$ cat src/rtl/ball_pkg.sv
// Shared definitions for the ball tracker: FSM states, datapath widths,
// default frame geometry and the restoring-division step.
package ball_pkg;

    localparam int CNT_W            = 13;
    localparam int SUM_W            = 32;
    localparam int COUNT_W          = 20;
    localparam int H_ACTIVE_DEFAULT = 640;
    localparam int V_ACTIVE_DEFAULT = 480;

    typedef enum logic [1:0] {
        ACCUM,
        DIV_X,
        DIV_Y,
        PUBLISH
    } state_t;

    // Partial remainder and the dividend/quotient shift register of the divider.
    typedef struct packed {
        logic [COUNT_W-1:0] rem;
        logic [SUM_W-1:0]   quo;
    } div_work_t;

    // One restoring-division iteration: shift the next dividend bit into the
    // remainder, subtract the divisor when it fits, shift in the quotient bit.
    function automatic div_work_t div_step(input div_work_t cur,
                                           input logic [COUNT_W-1:0] divisor);
        logic [COUNT_W:0] trial;
        div_work_t        nxt;
        trial = {cur.rem, cur.quo[SUM_W-1]};
        if (trial >= {1'b0, divisor}) begin
            nxt.rem = COUNT_W'(trial - {1'b0, divisor});
            nxt.quo = {cur.quo[SUM_W-2:0], 1'b1};
        end else begin
            nxt.rem = trial[COUNT_W-1:0];
            nxt.quo = {cur.quo[SUM_W-2:0], 1'b0};
        end
        return nxt;
    endfunction

endpackage

$ cat src/rtl/seq_divider.sv
// Sequential 32/20-bit restoring divider with a start/done handshake.
// The first iteration happens on the start edge; done pulses for one cycle
// once all 32 iterations have completed, with the truncated quotient valid.
module seq_divider
    import ball_pkg::*;
(
    input  logic               clk,
    input  logic               rst_n,
    input  logic               start,
    input  logic [SUM_W-1:0]   dividend,
    input  logic [COUNT_W-1:0] divisor,
    output logic [SUM_W-1:0]   quotient,
    output logic               done
);

    div_work_t          work;
    logic [COUNT_W-1:0] divisor_q;
    logic [4:0]         iter_left;
    logic               busy;

    // Load and first iteration on start, then one iteration per cycle until done.
    // NOTE: sequential state uses non-blocking assignments so every register
    // samples the pre-edge values, independent of statement order.
    always_ff @(posedge clk or negedge rst_n) begin
        if (!rst_n) begin
            work      <= '0;
            divisor_q <= '0;
            iter_left <= '0;
            busy      <= 1'b0;
            done      <= 1'b0;
        end else begin
            done <= 1'b0;
            if (start) begin
                work      <= div_step(div_work_t'{rem: '0, quo: dividend}, divisor);
                divisor_q <= divisor;
                iter_left <= 5'(SUM_W - 1);
                busy      <= 1'b1;
            end else if (busy) begin
                work      <= div_step(work, divisor_q);
                iter_left <= iter_left - 5'd1;
                if (iter_left == 5'd1) begin
                    busy <= 1'b0;
                    done <= 1'b1;
                end
            end
        end
    end

    assign quotient = work.quo;

endmodule

$ cat src/rtl/ball_tracker.sv
// Ball centroid tracker: accumulates the coordinates of ball-coloured pixels
// over a frame, divides by the hit count once the last active pixel has been
// seen, and publishes the centroid with a one-cycle strobe.
// Optional macro BALL_TRACKER_BBOX_EN adds BALL_W/BALL_H bounding-box outputs.
module ball_tracker
    import ball_pkg::*;
#(
    parameter int H_ACTIVE = H_ACTIVE_DEFAULT,
    parameter int V_ACTIVE = V_ACTIVE_DEFAULT,
    parameter int MIN_HITS = 16
)(
    input  logic             CLK,
    input  logic             RST_N,
    input  logic             ENABLE,
    input  logic             HIT,
    input  logic [CNT_W-1:0] VGA_H_CNT,
    input  logic [CNT_W-1:0] VGA_V_CNT,
    output logic [CNT_W-1:0] BALL_X,
    output logic [CNT_W-1:0] BALL_Y,
    output logic             BALL_VALID,
    output logic             POS_STROBE,
`ifdef BALL_TRACKER_BBOX_EN
    output logic [CNT_W-1:0] BALL_W,
    output logic [CNT_W-1:0] BALL_H,
`endif
    output logic             ERR_OVERRUN
);

    state_t             state;
    logic [SUM_W-1:0]   sum_x, sum_y, sum_x_next, sum_y_next;
    logic [COUNT_W-1:0] count, count_next;
    logic [CNT_W-1:0]   cent_x;
    logic               launch;
    logic               div_done;
    logic [SUM_W-1:0]   div_quo;
    logic [SUM_W-1:0]   div_dividend;
    logic               unused_quo_hi;

    logic active, hit_px, sof, last_px, is_ball, acc_clear, acc_load;

    assign active    = (VGA_H_CNT < CNT_W'(H_ACTIVE)) && (VGA_V_CNT < CNT_W'(V_ACTIVE));
    assign hit_px    = active && HIT;
    assign sof       = (VGA_H_CNT == '0) && (VGA_V_CNT == '0);
    assign last_px   = (VGA_H_CNT == CNT_W'(H_ACTIVE - 1)) && (VGA_V_CNT == CNT_W'(V_ACTIVE - 1));
    assign acc_clear = !ENABLE || (state == PUBLISH);
    assign acc_load  = ENABLE && (state == ACCUM);

    // Next accumulator values for an ACCUM cycle, with frame resync on (0,0).
    // NOTE: combinational blocks assign every output a default first so no
    // path leaves a value unassigned and infers a latch.
    always_comb begin
        sum_x_next = sof ? '0 : sum_x;
        sum_y_next = sof ? '0 : sum_y;
        count_next = sof ? '0 : count;
        if (hit_px) begin
            sum_x_next = sum_x_next + SUM_W'(VGA_H_CNT);
            sum_y_next = sum_y_next + SUM_W'(VGA_V_CNT);
            count_next = count_next + COUNT_W'(1);
        end
    end

    // A zero count is never divided, whatever MIN_HITS is set to.
    assign is_ball = (count_next >= COUNT_W'(MIN_HITS)) && (count_next != '0);

    // Frame accumulators: cleared on publish or disable, loaded while accumulating.
    always_ff @(posedge CLK or negedge RST_N) begin
        if (!RST_N) begin
            sum_x <= '0;
            sum_y <= '0;
            count <= '0;
        end else if (acc_clear) begin
            sum_x <= '0;
            sum_y <= '0;
            count <= '0;
        end else if (acc_load) begin
            sum_x <= sum_x_next;
            sum_y <= sum_y_next;
            count <= count_next;
        end
    end

`ifdef BALL_TRACKER_BBOX_EN
    logic [CNT_W-1:0] min_x, max_x, min_y, max_y;
    logic [CNT_W-1:0] min_x_next, max_x_next, min_y_next, max_y_next;

    // Bounding-box extremes for an ACCUM cycle; an empty box is min=all-ones, max=0.
    always_comb begin
        min_x_next = sof ? '1 : min_x;
        max_x_next = sof ? '0 : max_x;
        min_y_next = sof ? '1 : min_y;
        max_y_next = sof ? '0 : max_y;
        if (hit_px) begin
            if (VGA_H_CNT < min_x_next) min_x_next = VGA_H_CNT;
            if (VGA_H_CNT > max_x_next) max_x_next = VGA_H_CNT;
            if (VGA_V_CNT < min_y_next) min_y_next = VGA_V_CNT;
            if (VGA_V_CNT > max_y_next) max_y_next = VGA_V_CNT;
        end
    end

    // Bounding-box registers follow the same clear/load rules as the sums.
    always_ff @(posedge CLK or negedge RST_N) begin
        if (!RST_N) begin
            min_x <= '1;
            max_x <= '0;
            min_y <= '1;
            max_y <= '0;
        end else if (acc_clear) begin
            min_x <= '1;
            max_x <= '0;
            min_y <= '1;
            max_y <= '0;
        end else if (acc_load) begin
            min_x <= min_x_next;
            max_x <= max_x_next;
            min_y <= min_y_next;
            max_y <= max_y_next;
        end
    end
`endif

    // One divider serves both axes; the FSM state selects the dividend.
    assign div_dividend = (state == DIV_Y) ? sum_y : sum_x;

    seq_divider u_div (
        .clk      (CLK),
        .rst_n    (RST_N),
        .start    (launch),
        .dividend (div_dividend),
        .divisor  (count),
        .quotient (div_quo),
        .done     (div_done)
    );

    // The centroid never exceeds the active area, so the upper quotient bits are always zero.
    assign unused_quo_hi = ^div_quo[SUM_W-1:CNT_W];

    // Control FSM with registered outputs; the strobe and published values are
    // loaded on the edge that enters PUBLISH so they are visible during it.
    always_ff @(posedge CLK or negedge RST_N) begin
        if (!RST_N) begin
            state       <= ACCUM;
            launch      <= 1'b0;
            cent_x      <= '0;
            BALL_X      <= '0;
            BALL_Y      <= '0;
            BALL_VALID  <= 1'b0;
            POS_STROBE  <= 1'b0;
            ERR_OVERRUN <= 1'b0;
`ifdef BALL_TRACKER_BBOX_EN
            BALL_W      <= '0;
            BALL_H      <= '0;
`endif
        end else begin
            POS_STROBE <= 1'b0;
            launch     <= 1'b0;
            if (hit_px && (state != ACCUM)) begin
                ERR_OVERRUN <= 1'b1;
            end
            if (!ENABLE) begin
                state      <= ACCUM;
                BALL_VALID <= 1'b0;
            end else begin
                case (state)
                    ACCUM: begin
                        if (last_px) begin
                            if (is_ball) begin
                                state  <= DIV_X;
                                launch <= 1'b1;
                            end else begin
                                state      <= PUBLISH;
                                POS_STROBE <= 1'b1;
                                BALL_VALID <= 1'b0;
`ifdef BALL_TRACKER_BBOX_EN
                                BALL_W     <= '0;
                                BALL_H     <= '0;
`endif
                            end
                        end
                    end
                    DIV_X: begin
                        if (div_done) begin
                            cent_x <= div_quo[CNT_W-1:0];
                            state  <= DIV_Y;
                            launch <= 1'b1;
                        end
                    end
                    DIV_Y: begin
                        if (div_done) begin
                            BALL_X     <= cent_x;
                            BALL_Y     <= div_quo[CNT_W-1:0];
                            BALL_VALID <= 1'b1;
                            POS_STROBE <= 1'b1;
`ifdef BALL_TRACKER_BBOX_EN
                            BALL_W     <= max_x - min_x + CNT_W'(1);
                            BALL_H     <= max_y - min_y + CNT_W'(1);
`endif
                            state      <= PUBLISH;
                        end
                    end
                    PUBLISH: begin
                        state <= ACCUM;
                    end
                    default: begin
                        state <= ACCUM;
                    end
                endcase
            end
        end
    end

endmodule
$ cat config.mk
export PLATFORM = sky130hd
export DESIGN_NAME = ball_tracker
export DESIGN_NICKNAME = d
export VERILOG_FILES = /design/src/rtl/ball_pkg.sv /design/src/rtl/seq_divider.sv /design/src/rtl/ball_tracker.sv
export SDC_FILE = /design/constraint.sdc
export NUM_CORES = 1
export LEC_CHECK = 0
export BUFFER_PORTS_ARGS = -buffer_cell sky130_fd_sc_hd__buf_2
export CORE_MARGIN = 1
export CORE_UTILIZATION = 63
export CTS_CLUSTER_DIAMETER = 40
export DETAILED_ROUTE_END_ITERATION = 8
export PLACE_DENSITY = 0.8
export SYNTH_ARGS = -nofsm -noshare
export SYNTH_HDL_FRONTEND = slang
export SYNTH_SLANG_ARGS = --single-unit
$ cat constraint.sdc
create_clock -name CLK -period 4.25 [get_ports CLK]
set_input_delay 0.85 -clock CLK [delete_from_list [all_inputs] [get_ports CLK]]
set_output_delay 0.85 -clock CLK [all_outputs]
set_load 0.03 [all_outputs]
==> results.yml, run 1 <==
synth:
  synthArstFlopShare: 1.000
  synth_edf_count: 0
  syn_avg_cell_area_um2: 9.039
  ys.flop_type: "dfrtp_1"
  syn-num-nets: 1495
  ys_types: 71
  netlist_instances: 1407
  ys_seq_elements: 208
  ys_warn_count: 0
  yosysSeqAreaShare: 0.4093
  synth_area_um2: 12720
floorplanning:
  die_height_um: 144.1
  rows: 51
  die_area_um2: 20760
  die_w_um: 144.1
  core_um2: 19650
  io_pins: 59
  start_util: 0.6471
cells_and_area:
  fin_util: 0.7449
  area_delta_synth_final_pct: 15.12
  final_area_um2: 14640
  stdcell_count: 1776
  final_layout_size_suffix_gt1_frac: 0.1707
  final_nets: 1575
  multi_input_area_um2: 7071
  seq_area_um2: 5210
  nFillCells: 1475
  diodes: 0
timing:
  fmax_mhz: 255.5
  finalHoldViolCount: 0
  rsz0062_at_grt: "false"
  relSlewSlack: 0.3233
  period_share: 0.9208
  slew_viol_final: 0
  finalSetupViolCount: 0
  timing.final.ws_setup_ns: 0.3366
  finalCriticalPeriod_ns: 3.913
  worstMarginPinSlew_ns: 1.011
  whs_ns: 0.3885
  fin_skew_ns: 0.009597
  setup_tns_ns: 0
flow_run:
  drv_cap: 0
routing:
  vias: 11390
  viasPerCell: 6.412
  wl_per_cell_um: 18.89
  ant_nets: 0
  drt_first_pass_iters: 6
  routed_wl_mm: 33.54
  initialDrtViolationCount: 852
  drcViolationCount: 0
worst_setup_path:
  path_buf_inv: 2
  slowest_stage: "a21oi_2"
  crit_top_cell: "o21ai_0"
  cp_data_arrival_time_ns: 4.33
  critPathKind: "in -> reg"
  slowest_delay_ns: 0.52
  path_cells: "buf_2 -> nor4_1 -> nand4_1 -> or2_2 -> and2_1 -> ha_1 -> nor2b_1 -> o21ai_0 -> buf_4 -> a21oi_1 -> o311a_1 -> o2111ai_2 -> a21oi_2 -> a21oi_1 -> o21ai_0 -> o21ai_0"
  cp_top_family: "compound AO/OA/AOI/OAI gates"
  critPathRequiredTime_ns: 4.67
  worstPathMaxFanout: 10
  cp-end-kind: "flop"
  cp-start-kind: "primary input"
power:
  power.leakage_nw: 6.853
  vdd_ir_drop_max_mv: 0.4479
  powerDensity_nw_per_um2: 367.4
  finalPower_mw: 5.378
clock_tree:
  cts_tree: "done"
  clockBufferDepth: 3
  root_buffer: "clkbuf_16"
  clk_latency_ns: 0.55
  ctsHoldBuffers: 0
  cts_setup_buffers: 0
  clock-sinks: 208
  htree_levels: 1
  clk_pin_slew_ns: 0.06
  cts_resized: 0
  cts_made_buffers: 31
status:
  outcome: "complete, no violations"
global_routing:
  grt_pass1_vias: 11150
  grt_max_degree: 111
  grt_overflow: 0
  grt_pass1_wl_mm: 55.08
  track_usage: 0.3350
  antenna_found_initial: 0
min_path:
  hold_class: "in -> async"
placement:
  post-place-cells: 1719
  post-place-ws_ns: -0.1688
  dpl_cell_area_um2: 13620
  globalplace.congestion: 0.9620
  dp_hpwl_mm: 22.81
  portBuffers: 58
==> flip-flops by register name (all words and copies together), names as in the netlist, 20 cells and up <==
register,count
count,20
sum_x,32
sum_y,32
u_div.divisor_q,20
u_div.quotient,32
u_div.work,20
==> power breakdown <==
group	switching (mW)	internal, mW
clock	0.984	1.50
sequential	0.0130	1.99
combinational	0.612	0.279
==> layer usage <==
layer,share of wire,track usage,vias to the layer above,wire (um)
met3,0.061,0.04073,97,2055
met5,0,0,-,0
li1,-,-,5296,-
met1,0.43,0.4431,5576,14340
met4,0.038,0.1489,0,1289
met2,0.47,0.5528,418,15860
==> layout by cell type, fill, tap and decap left out, types with 23 or more instances in the layout <==
master     instances
nor2b_1           41
dfrtp_1          206
inv_1             55
buf_4             64
nand2_1          128
mux2i_1           41
clkbuf_16         31
and2_1            37
xnor2_1           23
a31oi_1           30
nand4_1           31
o21ai_0          154
mux2_2            42
a211oi_1          35
ha_1              54
nor2_1            60
a21oi_1           98
buf_2             57
nand3_1           39
==> layout make-up <==
| type | count | area share |
|---|---|---|
| inverter | 55 | 0.01410 |
| clock buffer | 39 | 0.05777 |
| tap | 265 | 0.02265 |
| sequential | 208 | 0.3559 |
| clock inverter | 18 | 0.01205 |
| timing repair buffer | 123 | 0.05461 |
| multi-input combinational | 1068 | 0.4829 |
==> cell usage after synthesis, types with 15 or more instances <==
library cell | instances | area [um2]
xnor2_1 | 23 | 201.4
a211oi_1 | 36 | 270.3
a21oi_1 | 99 | 495.5
nand3_1 | 40 | 200.2
nor2_1 | 61 | 229.0
ha_1 | 55 | 688.2
nor2b_1 | 41 | 256.5
nand2_1 | 128 | 480.5
xor2_1 | 17 | 148.9
and3_1 | 19 | 118.9
nand2b_1 | 15 | 93.84
clkbuf_1 | 60 | 225.2
and2_1 | 37 | 231.5
nor3_1 | 18 | 90.09
o31ai_1 | 18 | 135.1
a21o_1 | 19 | 142.6
dfrtp_1 | 208 | 5205
o21ai_0 | 155 | 775.7
inv_1 | 55 | 206.5
mux2_2 | 42 | 473.0
mux2i_1 | 41 | 410.4
a31oi_1 | 30 | 187.7
nand4_1 | 31 | 193.9
==> path summary, 6_finish.rpt <==
check / startpoint / to / slack, ns / depth (start not counted)
max in group asynchronous: RST_N / sum_x[6]$_DFFE_PN0P_ / 2.91 / 2
min in group CLK: cent_x[8]$_DFFE_PN0P_ / BALL_X[8]$_DFFE_PN0P_ / 0.50 / 1
hold / removal: RST_N / BALL_X[4]$_DFFE_PN0P_ / 0.39 / 1
hold reg to reg: cent_x[8]$_DFFE_PN0P_ / BALL_X[8]$_DFFE_PN0P_ / 0.50 / 1
setup / recovery: VGA_H_CNT[2] / sum_x[28]$_DFFE_PN0P_ / 0.34 / 16
setup reg to reg: u_div.quotient[31]$_DFFE_PN0P_ / u_div.work[48]$_DFFE_PN0P_ / 0.75 / 12
==> cells by family after synthesis <==
group | after synthesis | synth area share
AO/OA/AOI/OAI | 432 | 0.2065
XOR/XNOR | 40 | 0.02755
adder cells (fa/ha/maj) | 58 | 0.05884
buffers and inverters | 131 | 0.03965
flip-flops | 208 | 0.4093
multiplexers | 83 | 0.06946
AND/OR/NAND/NOR | 455 | 0.1887
Power figures use the tool's default switching activity.
==> run 2, diff against run 1 <==
--- a/config.mk
+++ b/config.mk
@@ -5,12 +5,14 @@
 export SDC_FILE = /design/constraint.sdc
 export NUM_CORES = 1
 export LEC_CHECK = 0
+export ABC_AREA = 1
 export BUFFER_PORTS_ARGS = -buffer_cell sky130_fd_sc_hd__buf_2
 export CORE_MARGIN = 1
-export CORE_UTILIZATION = 63
+export CORE_UTILIZATION = 65
+export CTS_BUF_LIST = sky130_fd_sc_hd__clkbuf_4 sky130_fd_sc_hd__clkbuf_8
 export CTS_CLUSTER_DIAMETER = 40
 export DETAILED_ROUTE_END_ITERATION = 8
-export PLACE_DENSITY = 0.8
+export PLACE_DENSITY = 0.83
 export SYNTH_ARGS = -nofsm -noshare
 export SYNTH_HDL_FRONTEND = slang
 export SYNTH_SLANG_ARGS = --single-unit
==> run 2 against run 1 <==
Net effect: non-clock buffer count is 38 lower; clock skew is 0.010 ns higher; flip-flop and latch count stayed put; register-to-register slack better by 0.02 ns; count of clock-buffer cells in the layout is 22 higher; critical path depth is 7 higher; critical path type unchanged; largest cell class unchanged.
==> results.yml, run 2 <==
status:
  outcome: "complete, no violations"
global_routing:
  track_usage: 0.3422
  grt_overflow: 0
  antenna_found_initial: 0
  grt_max_degree: 108
  grt_pass1_wl_mm: 56.37
  grt_pass1_vias: 11680
cells_and_area:
  final_area_um2: 14630
  seq_area_um2: 5206
  stdcell_count: 2155
  final_layout_size_suffix_gt1_frac: 0.1063
  layout_common_cells: "nand2_1 (307), inv_1 (241), nor2_1 (224), o21ai_0 (213), dfrtp_1 (207)"
  final_nets: 1948
  multi_input_area_um2: 6768
  area_delta_synth_final_pct: 10.85
  diodes: 0
  nFillCells: 1543
  final_common_cell: "nand2_1"
  fin_util: 0.7445
worst_setup_path:
  critPathKind: "in -> reg"
  rrSetupSlack_ns: 0.77
  path_buf_inv: 2
  r2r_end: "u_div.work[47]$_DFFE_PN0P_"
  cp-start-kind: "primary input"
  cp-end-kind: "flop"
  slowest_stage: "ha_1"
  r2r-start: "state[0]$_DFFE_PN0P_"
  reg2regPathDepth: 12
  critPathRequiredTime_ns: 4.67
  slowest_delay_ns: 0.36
  path_cells: "buf_2 -> nor2_1 -> nand2_1 -> nor2_1 -> nand2_2 -> nor2_8 -> nor2_1 -> ha_1 -> nand3_1 -> nand2_1 -> a21oi_1 -> o21ai_1 -> a21boi_1 -> o21ai_1 -> nand2_1 -> nand2_1 -> nand2_1 -> nor2_2 -> nand2_1 -> inv_1 -> nand4_1 -> nand3_1 -> o21ai_1"
  cp_top_family: "simple AND/OR/NAND/NOR gates"
  worstPathMaxFanout: 19
  crit_top_cell: "nand2_1"
  cp_data_arrival_time_ns: 4.18
routing:
  vias: 12440
  initialDrtViolationCount: 1037
  drt_first_pass_iters: 5
  ant_nets: 0
  routed_wl_mm: 34.07
  drcViolationCount: 0
  wl_per_cell_um: 15.81
  viasPerCell: 5.771
synth:
  ys_warn_count: 0
  ys.flop_type: "dfrtp_1"
  ys_types: 51
  yosysTopAreaCellShare: 0.3944
  synthArstFlopShare: 1.000
  syn_avg_cell_area_um2: 7.304
  yosysSeqAreaShare: 0.3944
  synth_edf_count: 0
  synth_area_um2: 13200
  synthTopCellsByCount: "nand2_1 (307), inv_1 (244), nor2_1 (226)"
  synth_top_cell_by_area: "dfrtp_1"
  ys_top_cells_by_area: "dfrtp_1 (39%), nand2_1 (8.7%), o21ai_0 (8.1%), inv_1 (6.9%), nor2_1 (6.4%)"
  syn-num-nets: 1895
  yosysMostFrequentCell: "nand2_1"
  netlist_instances: 1807
  ys_seq_elements: 208
timing:
  finalCriticalPeriod_ns: 3.766
  setup_tns_ns: 0
  relSlewSlack: 0.2326
  slew_viol_final: 0
  rsz0062_at_grt: "false"
  finalSetupViolCount: 0
  fmax_mhz: 265.5
  finalHoldViolCount: 0
  period_share: 0.8861
  timing.final.ws_setup_ns: 0.4840
  fin_skew_ns: 0.01989
  worstMarginPinSlew_ns: 1.148
clock_tree:
  ctsHoldBuffers: 0
  clockBufferDepth: 3
  cts_resized: 0
  clock-sinks: 208
  cts_made_buffers: 39
  cts_tree: "done"
  clk_pin_slew_ns: 0.06
  clk_latency_ns: 0.55
  cts_setup_buffers: 0
  root_buffer: "clkbuf_8"
  htree_levels: 2
floorplanning:
  core_um2: 19650
  rows: 51
  start_util: 0.6716
  die_w_um: 144.5
  die_area_um2: 20880
  io_pins: 59
  die_height_um: 144.5
placement:
  portBuffers: 58
  post-place-cells: 2084
  globalplace.congestion: 0.9585
  post-place-ws_ns: -0.003371
  dpl_cell_area_um2: 13780
  dp_hpwl_mm: 23.65
power:
  power.leakage_nw: 6.750
  powerDensity_nw_per_um2: 475.0
  vdd_ir_drop_max_mv: 0.3473
flow_run:
  drv_cap: 0
min_path:
  hold_class: "in -> async"
[run 2: cell count changes after synthesis, moves of 38 or more]
cell,delta
inv_1,+189
nor2b_1,-41
nor2_1,+165
o22ai_1,+38
nand2_1,+179
mux2i_1,-41
o21ai_0,+58
[run 2: logic make-up (layout without fill, tap and decap cells)]
kind of cell / count (synthesis) / in the layout / synth area share
buffers and inverters: 323 / 406 / 0.09423
AOI/OAI and AO/OA: 475 / 475 / 0.1975
muxes: 13 / 13 / 0.01109
xor gates and xnor gates: 35 / 35 / 0.02323
adders and majority gates: 58 / 58 / 0.05669
and+or+nand+nor: 695 / 695 / 0.2230
DFF: 208 / 208 / 0.3944
[run 2: metal layers]
| metal | vias up | part of all wire | track usage |
|---|---|---|---|
| li1 | 6143 | - | - |
| met3 | 63 | 0.075 | 0.05265 |
| met5 | - | 0 | 0 |
| met2 | 466 | 0.46 | 0.5587 |
| met1 | 5764 | 0.44 | 0.4661 |
| met4 | 0 | 0.022 | 0.1114 |
[run 2: metrics by stage]
step	hold WS [ns]	total power, mW
after CTS	0.4390	6.947
after detailed placement	0.4680	4.850
after global placement	0.4610	4.770
final	0.4019	6.950
after global routing	0.4782	7.404
after floorplan	0.4492	4.216
[run 2: report_power, final]
| group | internal, mW | switching (mW) |
|---|---|---|
| clock | 1.21 | 0.869 |
| combinational | 0.810 | 1.59 |
| sequential | 2.29 | 0.181 |
[run 2: area by class of cell]
type | instances | share of cell area
multi-input combinational | 1276 | 0.4625
inverter | 250 | 0.06414
sequential | 208 | 0.3558
clock buffer | 61 | 0.05225
tap | 265 | 0.02266
clock inverter | 10 | 0.005729
timing repair buffer | 85 | 0.03686
[run 2: worst max-delay path by stage]
stage	to	slack, ns	cells past startpoint	from
after floorplan	sum_x[26]$_DFFE_PN0P_	0.18	26	VGA_V_CNT[10]
final	sum_x[26]$_DFFE_PN0P_	0.48	23	VGA_H_CNT[11]
after detailed placement	sum_y[25]$_DFFE_PN0P_	-0.003	23	VGA_H_CNT[11]
after global routing	sum_y[25]$_DFFE_PN0P_	0.16	23	VGA_H_CNT[11]
after global placement	sum_y[25]$_DFFE_PN0P_	0.13	23	VGA_H_CNT[11]
after CTS	sum_y[25]$_DFFE_PN0P_	0.55	23	VGA_H_CNT[11]
